<file path="src/rtl/decode_rf_fwd_stage_pkg.sv">
// Shared decode definitions for the ID stage: opcode constants, field positions,
// operand-use classes and the ID/EX pipeline record.
package definesPkg;

    localparam int unsigned DEF_DATA_W = 16;
    localparam int unsigned INSTR_W    = 16;
    localparam int unsigned REG_W      = 3;

    localparam int unsigned OPC_LSB   = 0;
    localparam int unsigned OPC_MSB   = 4;
    localparam int unsigned RX_LSB    = 5;
    localparam int unsigned RX_MSB    = 7;
    localparam int unsigned RY_LSB    = 8;
    localparam int unsigned RY_MSB    = 10;
    localparam int unsigned IMM8_LSB  = 8;
    localparam int unsigned IMM11_LSB = 5;

    localparam logic [4:0] OP_LD = 5'b00100;

    typedef struct packed {
        logic                  valid;
        logic [INSTR_W-1:0]    pc;
        logic [INSTR_W-1:0]    instr;
        logic [REG_W-1:0]      rx;
        logic [REG_W-1:0]      ry;
        logic                  rx_valid;
        logic                  ry_valid;
        logic [DEF_DATA_W-1:0] opA;
        logic [DEF_DATA_W-1:0] opB;
        logic [DEF_DATA_W-1:0] imm8;
        logic [DEF_DATA_W-1:0] imm11;
    } id_ex_t;

    function automatic logic is_rx_used(input logic [4:0] op);
        logic used;
        used = 1'b0;
        casez (op)
            5'b?00??, 5'b0010?, 5'b10110,
            5'b0100?, 5'b01010, 5'b01100: used = 1'b1;
            default:                      used = 1'b0;
        endcase
        return used;
    endfunction

    function automatic logic is_ry_used(input logic [4:0] op);
        logic used;
        used = 1'b0;
        casez (op)
            5'b000??, 5'b0010?: used = 1'b1;
            default:            used = 1'b0;
        endcase
        return used;
    endfunction

endpackage

</file>
<file path="src/rtl/decode_rf_fwd_stage_fwd_mux.sv">
// Priority operand select: the lowest-index forwarding source writing the
// requested register wins, otherwise the register-file value passes through.
module fwd_mux #(
    parameter int unsigned NFWD   = 3,
    parameter int unsigned DATA_W = 16
) (
    input  logic                   en,
    input  logic [2:0]             sel_reg,
    input  logic [NFWD-1:0]        fwd_valid,
    input  logic [NFWD*3-1:0]      fwd_reg,
    input  logic [NFWD*DATA_W-1:0] fwd_data,
    input  logic [DATA_W-1:0]      rf_data,
    output logic [DATA_W-1:0]      operand
);

    logic found;

    always_comb begin
        operand = rf_data;
        found   = 1'b0;
        for (int unsigned i = 0; i < NFWD; i++) begin
            if (!found && en && fwd_valid[i] && (fwd_reg[i*3 +: 3] == sel_reg)) begin
                operand = fwd_data[i*DATA_W +: DATA_W];
                found   = 1'b1;
            end
        end
    end

endmodule

</file>
<file path="src/rtl/decode_rf_fwd_stage.sv">
// Decode / register-read stage: decodes operands, forwards from NFWD sources,
// detects load-use hazards and registers the result into ID/EX.
module decode_rf_fwd_stage
    import definesPkg::*;
#(
    parameter int unsigned DATA_W = 16,
    parameter int unsigned NFWD   = 3,
    parameter int unsigned CNT_W  = 16
) (
    input  logic                   clk,
    input  logic                   reset,
    input  logic                   i_valid,
    input  logic [15:0]            i_pc,
    input  logic [15:0]            i_instr,
    output logic [2:0]             o_rf_raddr1,
    output logic [2:0]             o_rf_raddr2,
    input  logic [DATA_W-1:0]      i_rf_rdata1,
    input  logic [DATA_W-1:0]      i_rf_rdata2,
    input  logic [NFWD-1:0]        i_fwd_valid,
    input  logic [NFWD*3-1:0]      i_fwd_reg,
    input  logic [NFWD*DATA_W-1:0] i_fwd_data,
    input  logic                   i_ex_stall,
    input  logic                   i_flush,
    output logic                   o_if_stall,
    output logic                   o_valid,
    output logic [15:0]            o_pc,
    output logic [15:0]            o_instr,
    output logic [2:0]             o_rx,
    output logic [2:0]             o_ry,
    output logic                   o_rx_valid,
    output logic                   o_ry_valid,
    output logic [DATA_W-1:0]      o_opA,
    output logic [DATA_W-1:0]      o_opB,
    output logic [DATA_W-1:0]      o_imm8,
    output logic [DATA_W-1:0]      o_imm11,
    output logic [CNT_W-1:0]       o_stall_cnt
);

    // Same layout as id_ex_t, but sized by this instance's DATA_W rather than the package default.
    typedef struct packed {
        logic               valid;
        logic [15:0]        pc;
        logic [15:0]        instr;
        logic [2:0]         rx;
        logic [2:0]         ry;
        logic               rx_valid;
        logic               ry_valid;
        logic [DATA_W-1:0]  opA;
        logic [DATA_W-1:0]  opB;
        logic [DATA_W-1:0]  imm8;
        logic [DATA_W-1:0]  imm11;
    } stage_t;

    stage_t             q;
    stage_t             d;
    logic [4:0]         opcode;
    logic [2:0]         rx;
    logic [2:0]         ry;
    logic               rx_used;
    logic               ry_used;
    logic               ld_in_ex;
    logic               haz;
    logic [DATA_W-1:0]  opA_sel;
    logic [DATA_W-1:0]  opB_sel;
    logic [CNT_W-1:0]   stall_cnt;

    assign opcode  = i_instr[OPC_MSB:OPC_LSB];
    assign rx      = i_instr[RX_MSB:RX_LSB];
    assign ry      = i_instr[RY_MSB:RY_LSB];
    assign rx_used = is_rx_used(opcode);
    assign ry_used = is_ry_used(opcode);

    assign o_rf_raddr1 = rx;
    assign o_rf_raddr2 = ry;

    fwd_mux #(.NFWD(NFWD), .DATA_W(DATA_W)) u_fwd_a (
        .en        (rx_used),
        .sel_reg   (rx),
        .fwd_valid (i_fwd_valid),
        .fwd_reg   (i_fwd_reg),
        .fwd_data  (i_fwd_data),
        .rf_data   (i_rf_rdata1),
        .operand   (opA_sel)
    );

    fwd_mux #(.NFWD(NFWD), .DATA_W(DATA_W)) u_fwd_b (
        .en        (ry_used),
        .sel_reg   (ry),
        .fwd_valid (i_fwd_valid),
        .fwd_reg   (i_fwd_reg),
        .fwd_data  (i_fwd_data),
        .rf_data   (i_rf_rdata2),
        .operand   (opB_sel)
    );

    // A load sitting in ID/EX cannot forward yet; its destination is its Rx field.
    assign ld_in_ex   = q.valid && (q.instr[OPC_MSB:OPC_LSB] == OP_LD);
    assign haz        = i_valid && ld_in_ex &&
                        ((rx_used && (rx == q.rx)) || (ry_used && (ry == q.rx)));
    assign o_if_stall = !i_flush && (i_ex_stall || haz);

    always_comb begin
        d          = '0;
        d.valid    = i_valid;
        d.pc       = i_pc;
        d.instr    = i_instr;
        d.rx       = rx;
        d.ry       = ry;
        d.rx_valid = rx_used;
        d.ry_valid = ry_used;
        d.opA      = opA_sel;
        d.opB      = opB_sel;
        d.imm8     = {{(DATA_W-8){i_instr[15]}}, i_instr[15:IMM8_LSB]};
        d.imm11    = {{(DATA_W-11){i_instr[15]}}, i_instr[15:IMM11_LSB]};
    end

    always_ff @(posedge clk or posedge reset) begin
        if (reset) begin
            q         <= '0;
            stall_cnt <= '0;
        end else begin
            if (i_flush) begin
                q.valid <= 1'b0;
            end else if (!i_ex_stall) begin
                if (haz) begin
                    q.valid <= 1'b0;
                end else begin
                    q <= d;
                end
            end
            if (o_if_stall && (stall_cnt != '1)) begin
                stall_cnt <= stall_cnt + CNT_W'(1);
            end
        end
    end

    assign o_valid     = q.valid;
    assign o_pc        = q.pc;
    assign o_instr     = q.instr;
    assign o_rx        = q.rx;
    assign o_ry        = q.ry;
    assign o_rx_valid  = q.rx_valid;
    assign o_ry_valid  = q.ry_valid;
    assign o_opA       = q.opA;
    assign o_opB       = q.opB;
    assign o_imm8      = q.imm8;
    assign o_imm11     = q.imm11;
    assign o_stall_cnt = stall_cnt;

endmodule
</file>
<file path="config.mk">
export PLATFORM = sky130hd
export DESIGN_NAME = decode_rf_fwd_stage
export DESIGN_NICKNAME = d
export VERILOG_FILES = /design/src/rtl/decode_rf_fwd_stage_pkg.sv /design/src/rtl/decode_rf_fwd_stage_fwd_mux.sv /design/src/rtl/decode_rf_fwd_stage.sv
export SDC_FILE = /design/constraint.sdc
export NUM_CORES = 1
export LEC_CHECK = 0
export ABC_AREA = 0
export CORE_MARGIN = 5
export CORE_UTILIZATION = 25
export CTS_BUF_LIST = sky130_fd_sc_hd__clkbuf_4
export DETAILED_ROUTE_END_ITERATION = 16
export GPL_TIMING_DRIVEN = 0
export PLACE_DENSITY_LB_ADDON = 0.05
export SKIP_LAST_GASP = 1
export SLEW_MARGIN = 40
export SYNTH_ARGS = -nofsm -noshare
export SYNTH_HDL_FRONTEND = slang
export SYNTH_SLANG_ARGS = --single-unit
</file>
<file path="constraint.sdc">
create_clock -name clk -period 3.3 [get_ports clk]
set_input_delay 0.99 -clock clk [delete_from_list [all_inputs] [get_ports clk]]
set_output_delay 0.99 -clock clk [all_outputs]
set_load 0.03 [all_outputs]
</file>
==> flow_summary_export.csv, run 1 <==
group,metric,value,unit
finish,seqCellArea,0.00208,mm^2
global_routing,grt_first_pass_wirelength,30300,um
detailed_routing,route.detailed.drc,0,
pwr,power_density,435,mW/mm^2
critical_path,worstSetupPathType,"in -> out",
clocking,root_buffer,"clkbuf_4",
clocking,cts_tree,"yes",
placement,hpwlAfterDp,15500,um
finish,final_util,40.4,%
clocking,cts.sink_count,83,
logic_synthesis,syn_nets,627,
clocking,numCtsBuffers,9,
critical_path,cp.required,2.31,ns
finish,multi_input_area,0.00273,mm^2
pwr,power_frac_clock,17.9,%
run,max_cap_violations,0,
detailed_routing,ant_nets,0,
pwr,seqPwrFrac,35.2,%
finish,syn_to_final_growth,58.5,%
logic_synthesis,synthesis.area,0.00537,mm^2
logic_synthesis,seq_area_frac_synth,38.7,%
pwr,switching_power,0.00143,W
clocking,cts.clk_slew.worst_paths,0.14,ns
clocking,htree_levels,3,
critical_path,end_kind,"output port",
floorplanning,core_area,0.0211,mm^2
pwr,intPower,0.00228,W
pwr,switching_share,38.5,%
detailed_routing,detail_route.iter0.violations,216,
detailed_routing,totalWireLength,20200,um
finish,n_fill_cell,2079,
detailed_routing,wl_per_cell,19.2,um
timing,slew_violations,0,
critical_path,cp_slowest_cell,"maj3_2",
floorplanning,dieArea,0.0245,mm^2
critical_path,cp_common_cell,"buf_6",
critical_path,cp_cell_sequence,"buf_2 -> maj3_2 -> and2_4 -> nor3_4 -> o31a_1 -> buf_6 -> buf_6",
critical_path,critPathLaunchType,"primary input",
finish,layoutNonFillerInstCount,1049,
clocking,cts_buffer_depth,2,
logic_synthesis,syn_area_per_cell,10.8,um^2
critical_path,crit_buf_inv,3,
timing,setup_viol,0,
logic_synthesis,synth_warnings,0,
logic_synthesis,ys_top_cells_by_area,"dfrtp_1, mux2_2, buf_4, xnor2_1, nand4_1",
floorplanning,initial_core_util,25.5,%
timing,rsz0062_at_grt,"no",
clocking,clk_latency,0.47,ns
critical_path,reg2reg_slack,0.95,ns
timing,period_minus_slack,3.24,ns
placement,place_ws,-1.63,ns
timing,hold_viol,0,
critical_path,critical_path.top_delay_family,"buffers and inverters",
logic_synthesis,syn_inst,497,
floorplanning,ios,257,
finish,drive_above_1_share,27.1,%
logic_synthesis,ys_seq_elements,83,
timing,max-slew-margin-rel,61.4,%
timing,max_freq,0.308,GHz
placement,place_inst,1023,
placement,globalplace.congestion,0.805,
timing,fin_setup_tns,0,ns
floorplanning,num_rows,53,
critical_path,cp_slowest_stage_delay,0.32,ns
logic_synthesis,synth_top_area_cell,"dfrtp_1",
logic_synthesis,yosysUniqueCellTypes,50,
floorplanning,die_y,157,um
detailed_routing,vias_per_cell,4.60,
pwr,peakVddDrop,0.187,mV
detailed_routing,dr.pass1.iters,5,
global_routing,grt_max_degree,45,
global_routing,overflow,0,
timing,finalClockSkew,0.0183,ns
global_routing,antenna_found_initial,3,
detailed_routing,via_count,4830,
global_routing,first_global_vias,5235,
critical_path,cp.arrival,2.25,ns
floorplanning,die_w,157,um
timing,setup_ws,0.0578,ns
placement,portBuffers,250,
critical_path,cp_max_fo,5,
outcome,outcome,"finished, final reports clean",
pwr,combPwrFrac,46.8,%
pwr,p_leak,3.49,nW
pwr,power.total,0.00371,W
logic_synthesis,synth_top_area_share,38.7,%
timing,worstMarginPinSlew,0.579,ns
finish,nets,897,
min_path,hp-class,"reg -> reg",
global_routing,grt.total_usage,16.0,%
timing,fin_crit_sh,98.2,%
-- worst register-to-register path, cell delays in order (launching register included) --
cell and delay (ns):
dfrtp_1 0.49, xor2_1 0.20, nor4_4 0.35, buf_4 0.16, o21ai_1 0.06, nand2_1 0.15
buf_4 0.26, buf_6 0.22, mux2_2 0.36
-- path summary, 6_finish.rpt --
path | startpoint | endpoint | cells after the start
min in group asynchronous | reset | o_pc[1]$_DFFE_PP0P_ | 2
max in group asynchronous | reset | o_instr[7]$_DFFE_PP0P_ | 3
max reg2reg | o_instr[7]$_DFFE_PP0P_ | o_opB[15]$_DFFE_PP0P_ | 8
min reg2reg | o_stall_cnt[12]$_DFFE_PP0P_ | o_stall_cnt[12]$_DFFE_PP0P_ | 1
max | i_instr[3] | o_if_stall | 7
min | o_stall_cnt[12]$_DFFE_PP0P_ | o_stall_cnt[12]$_DFFE_PP0P_ | 1
-- metal layers --
| layer | wire length [um] | vias to the layer above | GRT usage [%] |
|---|---|---|---|
| met1 | 8870 | 2349 | 20.8 |
| met3 | 1640 | 13 | 4.95 |
| met2 | 9480 | 182 | 26.2 |
| met4 | 162 | 2 | 3.84 |
| met5 | 13 | - | 0 |
| li1 | - | 2284 | - |
-- sequential cells by signal, indices dropped and copies added (netlist names) --
register,cells
o_instr,16
o_opA,16
o_opB,16
o_pc,16
o_rx_valid,1
o_ry_valid,1
o_stall_cnt,16
o_valid,1
-- cell families after synthesis --
kind of cell               count (synthesis)  share of synthesized area (%)
AOI/OAI and AO/OA                         60                           8.34
adders and majority gates                  2                          0.443
DFF                                       83                           38.7
muxes                                     98                           20.2
buffers and inverters                     95                           11.6
and+or+nand+nor                          120                           13.3
xor gates and xnor gates                  39                           7.41
-- metrics by stage --
stage                     cell area, um^2  hold slack [ns]
after floorplan                      5370            0.661
after CTS                            8490            0.508
after global routing                 8510            0.531
after global placement               8220            0.483
after detailed placement             8240            0.481
final                                8510            0.502
-- Yosys cell counts, drive strengths merged --
| cell type | n |
|---|---|
| a31o | 1 |
| a31oi | 1 |
| mux2i | 15 |
| nand3b | 1 |
| nand4 | 26 |
| or3b | 1 |
| mux2 | 83 |
| nor4bb | 1 |
| or3 | 16 |
| o21ba | 1 |
| a22oi | 15 |
| inv | 19 |
| a21oi | 3 |
| o211ai | 1 |
| and3 | 8 |
| clkbuf | 9 |
| xor2 | 6 |
| dfrtp | 83 |
| nor2 | 5 |
| xnor2 | 33 |
| and4 | 6 |
| o21ai | 17 |
| o221ai | 16 |
| nor3 | 3 |
| a211o | 1 |
| maj3 | 1 |
| nand2b | 1 |
| nand3 | 9 |
| nor2b | 15 |
| nor4 | 2 |
| a211oi | 2 |
| buf | 67 |
| a221o | 1 |
| ha | 1 |
| nand2 | 24 |
| o31a | 1 |
| and2 | 2 |
-- layout make-up --
cell class | count | share of cell area [%]
Sequential cell | 83 | 24.4
Clock inverter | 6 | 0.852
Tap cell | 275 | 4.04
Inverter | 19 | 0.896
Clock buffer | 10 | 0.882
Timing Repair Buffer | 259 | 30.3
Antenna cell | 2 | 0.0588
Multi-Input combinational cell | 319 | 32.0
Buffer | 76 | 6.54
-- power by group through the flow --
stage	registers (W)	clock network [W]	logic [W]
finish	0.00131	0.000665	0.00174
global route	0.00134	0.000749	0.00183
CTS	0.00131	0.000713	0.00176
detailed placement	0.00133	0	0.00173
global placement	0.00132	0	0.00172
floorplan	0.00163	0	0.000637
-- placed cells by master, fill, tap and decap left out, drive strengths merged, types with 16 or more instances in the layout --
cell           count
dfrtp             83
buf               81
or3               16
clkdlybuf4s50    243
inv               21
o21ai             17
clkbuf            19
nand4             26
mux2              83
xnor2             33
nand2             24
o221ai            16
-- what timing repair did --
action                     4_1_cts  5_1_grt
setup buffers                    7        1
gates resized for setup         39        3
setup endpoints to repair       41       10
pin swaps                        6        3
hold buffers                     0        0
hold endpoints to repair         0        0
Note: power is estimated with default switching activity, not from simulation.
==> run 2, diff against run 1 <==
- CORE_MARGIN: 5 -> 2
- CORE_UTILIZATION: 25 -> 43
==> flow_summary_export.csv, run 2 (same netlist as run 1, synthesis figures left out) <==
group,metric,value,unit
outcome,outcome,"finished, final reports clean",
timing,setup_ws,0.0650,ns
detailed_routing,via_count,4830,
timing,setup_viol,0,
critical_path,worstSetupPathType,"in -> out",
pwr,switching_power,0.00138,W
detailed_routing,dr.pass1.iters,4,
detailed_routing,vias_per_cell,5.17,
clocking,numCtsBuffers,9,
placement,place_ws,-1.49,ns
critical_path,critical_path.top_delay_family,"compound AO/OA/AOI/OAI gates",
clocking,cts.sink_count,83,
critical_path,cp_slowest_cell,"a211o_4",
clocking,cts_tree,"yes",
finish,layoutNonFillerInstCount,935,
critical_path,cp_common_cell,"buf_6",
global_routing,grt_first_pass_wirelength,26200,um
placement,place_inst,916,
detailed_routing,wl_per_cell,18.2,um
critical_path,cp.required,2.31,ns
pwr,switching_share,37.2,%
critical_path,crit_buf_inv,3,
critical_path,r2r-start,"o_instr[7]$_DFFE_PP0P_",
global_routing,first_global_vias,5037,
critical_path,cp.depth,6,
finish,syn_to_final_growth,55.3,%
placement,placed_cell_area,0.00812,mm^2
pwr,seqPwrFrac,35.2,%
global_routing,overflow,0,
clocking,root_buffer,"clkbuf_4",
critical_path,crit_start,"i_instr[2]",
timing,worstMarginPinSlew,0.554,ns
clocking,clk_latency,0.47,ns
critical_path,reg2reg_slack,0.99,ns
global_routing,grt.total_usage,25.5,%
critical_path,end_kind,"output port",
floorplanning,core_area,0.0121,mm^2
critical_path,crit_end,"o_if_stall",
min_path,hp-class,"reg -> reg",
critical_path,cp_slowest_stage_delay,0.36,ns
timing,slew_violations,0,
pwr,power_density,445,mW/mm^2
critical_path,rr_worst_depth,8,
pwr,peakVddDrop,0.307,mV
pwr,p_leak,3.48,nW
floorplanning,ios,257,
timing,rsz0062_at_grt,"no",
pwr,power_frac_clock,18.6,%
critical_path,cp_max_fo,6,
pwr,intPower,0.00233,W
timing,hold_viol,0,
floorplanning,dieArea,0.0134,mm^2
detailed_routing,totalWireLength,17000,um
pwr,power.total,0.00371,W
global_routing,grt_max_degree,48,
floorplanning,die_y,116,um
global_routing,antenna_found_initial,2,
clocking,cts_buffer_depth,2,
finish,fin_area,0.00834,mm^2
critical_path,cp.arrival,2.24,ns
floorplanning,die_w,116,um
timing,period_minus_slack,3.23,ns
finish,mostFrequentLayoutCells,"clkdlybuf4s50_1, mux2_2, dfrtp_1",
finish,nets,893,
critical_path,cp_cell_sequence,"clkbuf_4 -> a211o_4 -> nor4_4 -> o31a_1 -> buf_6 -> buf_6",
detailed_routing,detail_route.iter0.violations,253,
clocking,htree_levels,3,
placement,globalplace.congestion,0.850,
placement,portBuffers,250,
critical_path,r2r_end,"o_opA[5]$_DFFE_PP0P_",
pwr,combPwrFrac,46.2,%
floorplanning,num_rows,40,
finish,final_common_cell,"clkdlybuf4s50_1",
detailed_routing,route.detailed.drc,0,
run,max_cap_violations,0,
finish,drive_above_1_share,26.5,%
timing,fin_crit_sh,98.0,%
timing,finalClockSkew,0.0139,ns
finish,n_antenna_cell,0,
floorplanning,initial_core_util,44.3,%
detailed_routing,ant_nets,0,
critical_path,critPathLaunchType,"primary input",
timing,max-slew-margin-rel,63.0,%
clocking,cts.clk_slew.worst_paths,0.13,ns
placement,hpwlAfterDp,13200,um
timing,max_freq,0.309,GHz
## run 2: changes by cell type in the layout (fill, tap and decap cells not counted), moves of 2 or more
cell,previous run,this run
clkinvlp_4,3,1
buf_2,9,11
diode_2,2,0
buf_4,58,54
buf_6,12,10
## run 2: timing repair
item                       CTS  global route
setup buffers                5             0
setup endpoints to repair    1             1
hold buffers                 0             0
resized for setup           32             3
pin swaps                    7             3
## run 2: worst min path at each step
stage	from	to	slack, ns	cells past startpoint
after floorplan	o_valid$_DFFE_PP0P_	o_valid$_DFFE_PP0P_	0.66	2
after global placement	o_stall_cnt[15]$_DFFE_PP0P_	o_stall_cnt[15]$_DFFE_PP0P_	0.48	1
after detailed placement	o_stall_cnt[15]$_DFFE_PP0P_	o_stall_cnt[15]$_DFFE_PP0P_	0.48	1
after CTS	o_stall_cnt[4]$_DFFE_PP0P_	o_stall_cnt[4]$_DFFE_PP0P_	0.50	1
after global routing	o_opB[2]$_DFFE_PP0P_	o_opB[2]$_DFFE_PP0P_	0.54	1
final	o_stall_cnt[4]$_DFFE_PP0P_	o_stall_cnt[4]$_DFFE_PP0P_	0.50	1
## run 2: power groups by stage
stage | logic, W | registers [W] | clock network (W)
floorplan | 0.000637 | 0.00163 | 0
global route | 0.00180 | 0.00133 | 0.000748
detailed placement | 0.00171 | 0.00133 | 0
finish | 0.00172 | 0.00131 | 0.000692
CTS | 0.00173 | 0.00131 | 0.000706
global placement | 0.00168 | 0.00131 | 0
## run 2: layout make-up
cell class	count	area (um^2)
Clock inverter	6	90.1
Inverter	19	76.3
Fill cell	973	3770
Sequential cell	83	2080
Buffer	75	546
Timing Repair Buffer	256	2550
Multi-Input combinational cell	319	2730
Clock buffer	9	67.6
Tap cell	168	210
## run 2: routing by layer
layer	routed length, um	vias to the layer above	track usage (%)
met5	17	-	0
met4	332	2	8.17
met3	1430	19	7.37
met2	8380	190	44.0
met1	6880	2348	30.7
li1	-	2271	-
## run 2: metrics by stage
step / util, % / setup TNS [ns] / hold WS [ns]
finish: 68.9 / 0 / 0.501
global route: 68.9 / 0 / 0.537
CTS: 68.9 / 0 / 0.505
detailed placement: 67.0 / -30.85 / 0.484
global placement: 66.7 / -133.36 / 0.480
floorplan: - / 0 / 0.661
